<file path="src/rtl/uart_rx_deserializer_if.sv">
// Parallel-side signal bundle of the 8N1 receiver: synchronized RX line in,
// received byte plus status flags out, read strobe from the register block.
interface uart_rx_deserializer_if;
  logic       rx_sync_i;
  logic       rx_fall_i;
  logic       rd_i;
  logic [7:0] data_o;
  logic       valid_o;
  logic       avail_o;
  logic       overrun_o;
  logic       frame_err_o;
  logic       busy_o;

  modport slave (
    input  rx_sync_i, rx_fall_i, rd_i,
    output data_o, valid_o, avail_o, overrun_o, frame_err_o, busy_o
  );

  modport master (
    output rx_sync_i, rx_fall_i, rd_i,
    input  data_o, valid_o, avail_o, overrun_o, frame_err_o, busy_o
  );
endinterface

</file>
<file path="src/rtl/uart_rx_deserializer.sv">
// 8N1 serial receiver: mid-bit sampling off a bit-period counter, LSB-first
// shift, holding register with avail/overrun flags and framing-error pulse.
module uart_rx_deserializer #(
  parameter int CLKS_PER_BIT = 434
) (
  input  logic                   sysClk_i,
  input  logic                   reset_ni,
  uart_rx_deserializer_if.slave  bus
);
  localparam int CW = $clog2(CLKS_PER_BIT);
  localparam int H  = CLKS_PER_BIT / 2;
  localparam logic [CW-1:0] LAST_BIT  = CW'(CLKS_PER_BIT - 1);
  localparam logic [CW-1:0] LAST_HALF = CW'(H - 1);

  typedef enum logic [1:0] {IDLE, START, DATA, STOP} state_t;

  state_t        r_state, w_state_nxt;
  logic [CW-1:0] r_cnt, w_cnt_nxt;
  logic [2:0]    r_idx, w_idx_nxt;
  logic [7:0]    r_shift, w_shift_nxt;
  logic          w_good, w_ferr;

  logic [7:0]    r_data;
  logic          r_valid, r_avail, r_ovr, r_ferr;

  // Counter reads k-1 during the k-th cycle after a clear, so the compare
  // values are one less than the sample distance.
  always_comb begin
    w_state_nxt = r_state;
    w_cnt_nxt   = r_cnt + CW'(1);
    w_idx_nxt   = r_idx;
    w_shift_nxt = r_shift;
    w_good      = 1'b0;
    w_ferr      = 1'b0;
    case (r_state)
      IDLE: begin
        w_cnt_nxt = '0;
        if (bus.rx_fall_i) w_state_nxt = START;
      end
      START: begin
        if (r_cnt == LAST_HALF) begin
          w_cnt_nxt = '0;
          if (bus.rx_sync_i) begin
            w_state_nxt = IDLE;
          end else begin
            w_state_nxt = DATA;
            w_idx_nxt   = 3'd0;
          end
        end
      end
      DATA: begin
        if (r_cnt == LAST_BIT) begin
          w_cnt_nxt   = '0;
          w_shift_nxt = {bus.rx_sync_i, r_shift[7:1]};
          w_idx_nxt   = r_idx + 3'd1;
          if (r_idx == 3'd7) w_state_nxt = STOP;
        end
      end
      STOP: begin
        if (r_cnt == LAST_BIT) begin
          w_cnt_nxt   = '0;
          w_state_nxt = IDLE;
          if (bus.rx_sync_i) w_good = 1'b1;
          else               w_ferr = 1'b1;
        end
      end
      default: w_state_nxt = IDLE;
    endcase
  end

  always_ff @(posedge sysClk_i or negedge reset_ni) begin
    if (!reset_ni) begin
      r_state <= IDLE;
      r_cnt   <= '0;
      r_idx   <= 3'd0;
      r_shift <= 8'h00;
    end else begin
      r_state <= w_state_nxt;
      r_cnt   <= w_cnt_nxt;
      r_idx   <= w_idx_nxt;
      r_shift <= w_shift_nxt;
    end
  end

  // A read coinciding with a completion consumes the old byte, so the new
  // one is held without flagging overrun.
  always_ff @(posedge sysClk_i or negedge reset_ni) begin
    if (!reset_ni) begin
      r_data  <= 8'h00;
      r_valid <= 1'b0;
      r_avail <= 1'b0;
      r_ovr   <= 1'b0;
      r_ferr  <= 1'b0;
    end else begin
      r_valid <= w_good;
      r_ferr  <= w_ferr;
      if (w_good) begin
        r_data  <= r_shift;
        r_avail <= 1'b1;
        r_ovr   <= bus.rd_i ? 1'b0 : (r_ovr | r_avail);
      end else if (bus.rd_i) begin
        r_avail <= 1'b0;
        r_ovr   <= 1'b0;
      end
    end
  end

  assign bus.data_o      = r_data;
  assign bus.valid_o     = r_valid;
  assign bus.avail_o     = r_avail;
  assign bus.overrun_o   = r_ovr;
  assign bus.frame_err_o = r_ferr;
  assign bus.busy_o      = (r_state != IDLE);
endmodule

</file>
<file path="src/flat_wrapper.sv">
// flat-port wrapper written by rule: the top's interface ports become plain ports
module uart_rx_deserializer_flat 
#(
  parameter int CLKS_PER_BIT = 434
)
  (sysClk_i, reset_ni, bus_rx_sync_i, bus_rx_fall_i, bus_rd_i, bus_data_o, bus_valid_o, bus_avail_o, bus_overrun_o, bus_frame_err_o, bus_busy_o);
  uart_rx_deserializer_if bus_i ();
  input  logic sysClk_i;
  input  logic reset_ni;
  input wire logic [$bits(bus_i.rx_sync_i)-1:0] bus_rx_sync_i;
  input wire logic [$bits(bus_i.rx_fall_i)-1:0] bus_rx_fall_i;
  input wire logic [$bits(bus_i.rd_i)-1:0] bus_rd_i;
  output wire logic [$bits(bus_i.data_o)-1:0] bus_data_o;
  output wire logic [$bits(bus_i.valid_o)-1:0] bus_valid_o;
  output wire logic [$bits(bus_i.avail_o)-1:0] bus_avail_o;
  output wire logic [$bits(bus_i.overrun_o)-1:0] bus_overrun_o;
  output wire logic [$bits(bus_i.frame_err_o)-1:0] bus_frame_err_o;
  output wire logic [$bits(bus_i.busy_o)-1:0] bus_busy_o;
  assign bus_i.rx_sync_i = bus_rx_sync_i;
  assign bus_i.rx_fall_i = bus_rx_fall_i;
  assign bus_i.rd_i = bus_rd_i;
  assign bus_data_o = bus_i.data_o;
  assign bus_valid_o = bus_i.valid_o;
  assign bus_avail_o = bus_i.avail_o;
  assign bus_overrun_o = bus_i.overrun_o;
  assign bus_frame_err_o = bus_i.frame_err_o;
  assign bus_busy_o = bus_i.busy_o;
  uart_rx_deserializer #(.CLKS_PER_BIT(CLKS_PER_BIT)) u_core (.sysClk_i(sysClk_i), .reset_ni(reset_ni), .bus(bus_i));
endmodule
</file>
<file path="config.mk">
export PLATFORM = sky130hd
export DESIGN_NAME = uart_rx_deserializer_flat
export DESIGN_NICKNAME = d
export VERILOG_FILES = /design/src/rtl/uart_rx_deserializer_if.sv /design/src/rtl/uart_rx_deserializer.sv /design/src/flat_wrapper.sv
export SDC_FILE = /design/constraint.sdc
export NUM_CORES = 1
export LEC_CHECK = 0
export CORE_UTILIZATION = 35
export DETAILED_ROUTE_END_ITERATION = 6
export GPL_TIMING_DRIVEN = 0
export HOLD_SLACK_MARGIN = 0.12
export PLACE_DENSITY_LB_ADDON = 0.12
export SKIP_LAST_GASP = 1
export SLEW_MARGIN = 20
export SYNTH_ARGS = -nofsm -noshare
export SYNTH_HDL_FRONTEND = slang
export SYNTH_SLANG_ARGS = --single-unit
</file>
<file path="constraint.sdc">
create_clock -name sysClk_i -period 2.35 [get_ports sysClk_i]
set_input_delay 0.47 -clock sysClk_i [delete_from_list [all_inputs] [get_ports sysClk_i]]
set_output_delay 0.47 -clock sysClk_i [all_outputs]
set_load 0.01 [all_outputs]
</file>
# Word-level counts from Yosys, hierarchy flattened
# Index checks and enable logic that the tools add are counted.
# word_totals
register_bits,34
in_bits,5
output_inout_bits,13
word_cells,56
# op_classes
add_sub_neg,2
n_eq_ne,12
n_mux,24
n_bitwise,1
reduce_logical,8
# op_table
op,count
$pmux 9 s3,1
$mux 9,2
$mux 2,6
$mux 1,10
$add 9x1->9 const B,1
$eq 9x8->1 const B,1
$eq 9x9->1 const B,1
$mux 3,3
$ne 2x1->1 const B,4
$pmux 2 s4,1
$pmux 3 s2,1
$reduce_bool 2->1,3
$reduce_and 5->1,1
$eq 2x2->1 const B,2
$ne 2x2->1 const B,2
$reduce_and 4->1,1
$add 3x1->3 const B,1
$eq 3x3->1 const B,1
$eq 2x1->1 const B,1
$logic_not 2->1,1
$reduce_and 2->1,1
$reduce_or 2->1,1
$or 1x1->1,1

# Depth between registers and ports, before layout
# Gate-level depths: netlist (run 1).
# depth
word_depth,4
depth_mapped,6

# Worst setup path after synthesis (run 1)
# Ideal clock, no wire load.
# synth_path
kind,register -> register
from,register u_core.r_cnt[0]
to,register u_core.r_idx[0]
setup_ns,0.120
arrival_time_ns,1.578
required_ns,2.230
path_slack_ns,0.652
stages_incl_launch_ff,7
path_buffers,0
synth_period_minus_slack_ns,1.698
cell_sequence,dfrtp_1 > inv_1 > ha_1 > nor4b_1 > a21oi_1 > or3b_2 > o211a_1
# synth_between
elab_chain_len,3
# synth_rtl
item,line_no,text
"start, declared",uart_rx_deserializer.sv:18,"logic [CW-1:0] r_cnt, w_cnt_nxt;"
"start signal, assigned",uart_rx_deserializer.sv:79,r_cnt <= w_cnt_nxt;
$eq 9x9->1 / $eq 9x8->1 (equally long branches),"uart_rx_deserializer.sv:52, uart_rx_deserializer.sv:41",
$ne 2x1->1 (no source line),--,
$reduce_and 4->1 (no source line) *,--,
"end signal, assigned",uart_rx_deserializer.sv:80,r_idx <= w_idx_nxt;
"end, declared",uart_rx_deserializer.sv:19,"logic [2:0] r_idx, w_idx_nxt;"
# Every way passes the cells marked *; elsewhere a longest branch is shown, timed or not.
# A chain may end at the register's enable or synchronous reset.

==> results of run 1 <==
==> worst max-delay path, cell delays in order (launching register included) <==
cell,delay (ns)
dfrtp_1,0.38
clkbuf_1,0.37
nor2_1,0.12
inv_1,0.07
clkdlybuf4s50_1,0.53
==> cells in the final DEF (no fill, tap or decap) <==
| cell type | count |
|---|---|
| dfrtp_1 | 34 |
| mux2_2 | 18 |
| clkdlybuf4s50_1 | 16 |
| nor2_1 | 15 |
| clkbuf_8 | 6 |
| inv_1 | 5 |
| nand2_1 | 5 |
| xnor2_1 | 5 |
| ha_1 | 5 |
| nand3_1 | 4 |
| nor3_1 | 4 |
| nor2b_1 | 3 |
| a31oi_1 | 3 |
| clkbuf_1 | 2 |
| nand4b_1 | 2 |
| or2_2 | 2 |
| nand2b_1 | 2 |
| a21oi_1 | 2 |
| xor2_1 | 2 |
| a22o_1 | 2 |
| o21ai_0 | 2 |
| nand4bb_1 | 1 |
| nor4b_1 | 1 |
| and4_1 | 1 |
| a21oi_2 | 1 |
| and3_1 | 1 |
| nor4_4 | 1 |
| or3b_2 | 1 |
| o211a_1 | 1 |
| o22ai_1 | 1 |
| a221o_1 | 1 |
| clkinv_2 | 1 |
| clkinvlp_4 | 1 |
| buf_2 | 1 |
==> worst max-delay path by stage <==
stage	start	cells after the start	to
after floorplan	u_core.r_cnt[0]$_DFF_PN0_	6	u_core.r_idx[0]$_DFFE_PN0P_
after global placement	bus_rx_sync_i	4	u_core.bus.data_o[6]$_DFFE_PN0P_
after detailed placement	bus_rx_sync_i	4	u_core.bus.data_o[5]$_DFFE_PN0P_
after CTS	flop	4	bus_busy_o
after global routing	flop	4	bus_busy_o
final	flop	4	bus_busy_o
==> sequential cells by signal, summed over array words and instances (netlist names), named ones only <==
register	cells
u_core.r_idx	3
u_core.r_cnt	9
u_core.bus.data_o	8
u_core.r_state	1
u_core.bus.overrun_o	1
u_core.r_shift	8
u_core.bus.avail_o	1
u_core.bus.valid_o	1
u_core.bus.frame_err_o	1
==> Yosys cell counts <==
master     number
or2_2           2
o211a_1         1
a31oi_1         3
nor4b_1         1
nand4bb_1       1
dfrtp_1        34
nor2_1         15
clkbuf_1        2
nor3_1          4
a22o_1          2
ha_1            5
xnor2_1         5
inv_1           5
o22ai_1         1
nand3_1         4
nand2b_1        2
or3b_2          1
a221o_1         1
and3_1          1
o21ai_0         2
mux2_2         18
a21oi_2         1
nor4_4          1
nand4b_1        2
nor2b_1         3
nand2_1         5
and4_1          1
xor2_1          2
a21oi_1         2
==> cells by family (layout without fill, tap and decap cells) <==
family / count (synthesis) / in the layout / synth area share [%]
compound gates: 13 / 13 / 5.95
simple gates: 43 / 43 / 15.7
xor+xnor: 7 / 7 / 3.99
buf+inv: 7 / 32 / 1.71
mux: 18 / 18 / 13.2
fa+ha+maj: 5 / 5 / 4.07
flops: 34 / 34 / 55.4
==> stage by stage <==
step	util, %	hold WS (ns)	std cells
floorplan	-	0.174	127
CTS	45.2	0.268	202
finish	45.2	0.245	202
global placement	43.0	0.488	194
global route	45.2	0.304	202
detailed placement	42.9	0.495	194
==> power breakdown <==
part           internal, W  switching, W  total (W)
logic            0.0000789     0.0000931   0.000172
registers         0.000623     0.0000504   0.000673
clock network     0.000235      0.000204   0.000440
==> layer usage <==
layer | vias to the layer above | part of all wire, %
met1 | 502 | 50
li1 | 495 | -
met2 | 18 | 45
met4 | 0 | 2.2
met3 | 8 | 3.1
met5 | - | 0
==> layout make-up <==
type | instances | share of cell area, %
timing repair buffer | 17 | 8.88
multi-input combinational | 86 | 35.5
inverter | 5 | 1.01
buffer | 2 | 0.404
clock inverter | 2 | 0.673
tap | 50 | 3.36
sequential | 34 | 45.8
clock buffer | 6 | 4.44
==> reports/qor.yml, run 1 <==
grt:
  antenna_found_initial: 0
  grt_pass1_vias: 974
  grt_max_degree: 35
  use_met3_pct: 4.00
  met1_usage_pct: 17.6
  grt-busiest-layer: "met2"
  grtUsageTotal_pct: 14.0
  grt-ovfl-total: 0
  grt_pass1_wl_um: 4610
  met2_usage_pct: 21.2
drt:
  drtPass1Iterations: 4
  drt-vias-per-instance: 5.06
  route.detailed.drc: 0
  avgRoutedWirePerCell_um: 13.6
  finalWirelength_um: 2740
  via_count: 1023
  drtAntennaViolNets: 0
  drtIter0Drc: 24
clock_network:
  clockRootBuffer: "clkbuf_8"
  cts_setup_buffers: 0
  cts_hold_buf: 0
  cts_buffer_depth: 2
  postCtsResizedCells: 0
  cts_tree: "done"
  cts_buffers: 5
  clk_pin_slew_ns: 0.07
  clkSinkCount: 34
  h-tree-depth: 2
  clock_latency_ns: 0.28
pwr:
  power_w: 0.00128
  ir_drop_mv: 0.382
  power_leakage_nw: 0.856
  p_per_area_nw_per_um2: 691
floorplan:
  core_area_um2: 4120
  die_area_um2: 4660
  num_rows: 23
  start_util_pct: 37.3
  pin_count: 18
  die_w_um: 68.3
  fp.dieH_um: 68.3
critical_path:
  cp_data_arrival_time_ns: 1.75
  rr_worst_depth: 6
  end_kind: "output pin"
  required_ns: 1.88
  crit_path_max_fanout: 10
  regToRegEndpoint: "u_core.r_idx[2]$_DFFE_PN0P_"
  cp-start-kind: "flop"
  r2r-start: "u_core.r_cnt[1]$_DFF_PN0_"
  worstSetupPathType: "flop to output pin"
  r2r_slack_ns: 0.37
yosys:
  synthTopCellsByArea: "dfrtp_1 55%, mux2_2 13%, ha_1 4.1%, nor2_1 3.7%, xnor2_1 2.9%"
  synth_area_per_cell_um2: 12.1
  synth-seq-cells: 34
  yosysSeqAreaShare_pct: 55.4
  yosysWarningCount: 0
  post-synth-top-area-cell: "dfrtp_1"
  ys_types: 29
  syn-instance-count: 127
  synth_fp_nets: 137
  synth_top_area_share_pct: 55.4
  netlist_area_um2: 1540
place:
  hpwl_um: 1960
  portBuffers: 17
  gp_congestion: 0.801
  pre_cts_slack_ns: 0.0379
  placed_area_um2: 1760
layout:
  multi_input_area_um2: 659
  fillers: 384
  post-route-cell-area_um2: 1860
  ff_latch_area_um2: 851
  diodes: 0
  drive_gt1_share_pct: 21.1
  nets: 161
  areaGrowthSynthToFinish_pct: 21.0
sta:
  worstMarginPinSlew_ns: 0.746
  hold_violations: 0
  fmax_ghz: 0.451
  rsz0062_at_grt: "no"
  post-route-period-util_pct: 94.3
  setup_ws_ns: 0.135
  maxSlewHeadroom_pct: 50.3
  finalCriticalPeriod_ns: 2.22
  setup_tns_ns: 0
  setup_viol: 0
  clock_skew_ns: 0.00740
  final-max-slew-violation-count: 0
outcome:
  status: "complete, no violations"
flow_run:
  cap_violations: 0
min_path:
  hold_path.class: "input pin to async pin"
Power figures use the tool's default switching activity.
==> run 2, diff against run 1 <==
==> constraint.sdc (replaced) <==
create_clock -name sysClk_i -period 2.35 [get_ports sysClk_i]
set_input_delay 0.47 -clock sysClk_i [delete_from_list [all_inputs] [get_ports sysClk_i]]
set_output_delay 0.47 -clock sysClk_i [all_outputs]
set_load 0.05 [all_outputs]
==> run 2 against run 1 <==
Against the previous run:
- wire length unchanged
- critical path type unchanged
- flip-flop and latch count unchanged
- cell count is the same
- via count unchanged
- sequential share of layout area about the same
- first-iteration DRC count did not move
==> reports/qor.yml, run 2 (synthesized netlist as in run 1, its figures left out) <==
grt:
  grtUsageTotal_pct: 14.0
  antenna_found_initial: 0
  grt-ovfl-total: 0
  grt_pass1_vias: 974
  grt_max_degree: 35
  grt_pass1_wl_um: 4610
pwr:
  power_w: 0.00129
  ir_drop_mv: 0.382
  power_leakage_nw: 0.855
  p_per_area_nw_per_um2: 693
sta:
  finalCriticalPeriod_ns: 2.20
  clock_skew_ns: 0.00740
  final-max-slew-violation-count: 0
  setup_viol: 0
  hold_violations: 0
  post-route-period-util_pct: 93.8
  rsz0062_at_grt: "no"
  setup_tns_ns: 0
  maxSlewHeadroom_pct: 50.3
  worstMarginPinSlew_ns: 0.746
  fmax_ghz: 0.454
clock_network:
  clockRootBuffer: "clkbuf_8"
  cts_hold_buf: 0
  cts_tree: "done"
  clk_pin_slew_ns: 0.07
  clock_latency_ns: 0.28
  clkSinkCount: 34
  h-tree-depth: 2
  cts_setup_buffers: 0
  cts_buffer_depth: 2
  postCtsResizedCells: 1
  cts_buffers: 5
critical_path:
  crit_family: "buffers and inverters"
  slowest_delay_ns: 0.52
  crit_chain: "clkbuf_1 > nor2_1 > inv_1 > dlygate4sd2_1"
  cp.buffers_inverters: 3
  end_kind: "output pin"
  crit_path_max_fanout: 10
  cp_data_arrival_time_ns: 1.73
  critPathSlowestCell: "dlygate4sd2_1"
  worstSetupPathType: "flop to output pin"
  required_ns: 1.88
  cp-start-kind: "flop"
place:
  portBuffers: 17
  gp_congestion: 0.801
  hpwl_um: 1960
  dp.cells: 194
layout:
  diodes: 0
  largest_reg_flops: 9
  nets: 161
  drive_gt1_share_pct: 21.1
  final_cell_mix: "34 x dfrtp_1, 18 x mux2_2, 15 x nor2_1, 15 x clkdlybuf4s50_1, 6 x clkbuf_8"
  stdcell_count: 202
  areaGrowthSynthToFinish_pct: 20.9
  final_common_cell: "dfrtp_1"
  largest-register: "u_core.r_cnt"
drt:
  finalWirelength_um: 2740
  avgRoutedWirePerCell_um: 13.6
  drtAntennaViolNets: 0
  drtIter0Drc: 24
  route.detailed.drc: 0
  drtPass1Iterations: 4
  drt-vias-per-instance: 5.06
  via_count: 1023
outcome:
  status: "complete, no violations"
floorplan:
  die_w_um: 68.3
  num_rows: 23
  pin_count: 18
  fp.dieH_um: 68.3
  core_area_um2: 4120
  start_util_pct: 37.3
  die_area_um2: 4660
min_path:
  hold_path.class: "input pin to async pin"
flow_run:
  cap_violations: 0
-- run 2: changes by cell type in the layout (fill, tap and decap cells not counted), sizes merged --
cell and delta:
dlygate4sd2 +1, clkdlybuf4s50 -1
-- run 2: cell type report --
type                       instances  area, µm²
clock buffer                       6       82.6
fill                             384       2260
sequential                        34        851
inverter                           5       18.8
multi-input combinational         86        659
clock inverter                     2       12.5
buffer                             2       7.51
timing repair buffer              17        164
tap                               50       62.6
-- run 2: per-layer routing --
metal	global-route usage, %	vias up	share of wire (%)
li1	-	495	-
met1	17.6	502	50
met2	21.2	18	45
met3	4.00	8	3.1
met4	7.81	0	2.2
met5	0	-	0
-- run 2: final timing paths --
| kind | end | cells after the start | slack (ns) | startpoint |
|---|---|---|---|---|
| min reg2reg | u_core.bus.data_o[2]$_DFFE_PN0P_ | 1 | 0.51 | u_core.bus.data_o[2]$_DFFE_PN0P_ |
| max reg2reg | u_core.r_idx[2]$_DFFE_PN0P_ | 6 | 0.37 | u_core.r_cnt[1]$_DFF_PN0_ |
| max | bus_busy_o | 4 | 0.15 | flop |
| min | u_core.r_shift[3]$_DFFE_PN0P_ | 1 | 0.24 | reset_ni |
| min in group sysClk_i | u_core.bus.data_o[2]$_DFFE_PN0P_ | 1 | 0.51 | u_core.bus.data_o[2]$_DFFE_PN0P_ |
| max in group asynchronous | u_core.r_idx[2]$_DFFE_PN0P_ | 1 | 1.62 | reset_ni |
-- run 2: power breakdown --
group	internal, W	switching [W]
sequential	0.000623	0.0000504
clock	0.000235	0.000204
combinational	0.0000778	0.0000978
-- run 2: worst register-to-register path, stage by stage, from the launching register on --
cell and delay (ns):
dfrtp_1 0.40, inv_1 0.08, ha_1 0.18, nand4b_1 0.20, nor3_1 0.44, mux2_2 0.39, a22o_1 0.18
-- run 2: through the flow --
stage	utilization, %	hold slack (ns)	cell area, µm²	worst slack (ns)
after floorplan	-	0.174	1540	0.652
after global placement	43.0	0.488	1770	0.0567
after detailed placement	42.9	0.495	1760	0.0379
after CTS	45.2	0.268	1860	0.144
after global routing	45.2	0.304	1860	0.0371
final	45.2	0.245	1860	0.145
==> run 3, diff against run 2 <==
--- a/config.mk
+++ b/config.mk
@@ -11,7 +11,7 @@
 export HOLD_SLACK_MARGIN = 0.12
 export PLACE_DENSITY_LB_ADDON = 0.12
 export SKIP_LAST_GASP = 1
-export SLEW_MARGIN = 20
+export SLEW_MARGIN = 10
 export SYNTH_ARGS = -nofsm -noshare
 export SYNTH_HDL_FRONTEND = slang
 export SYNTH_SLANG_ARGS = --single-unit
==> results of run 3 <==
Final layout, timing and power as in run 2 (identical DEF).
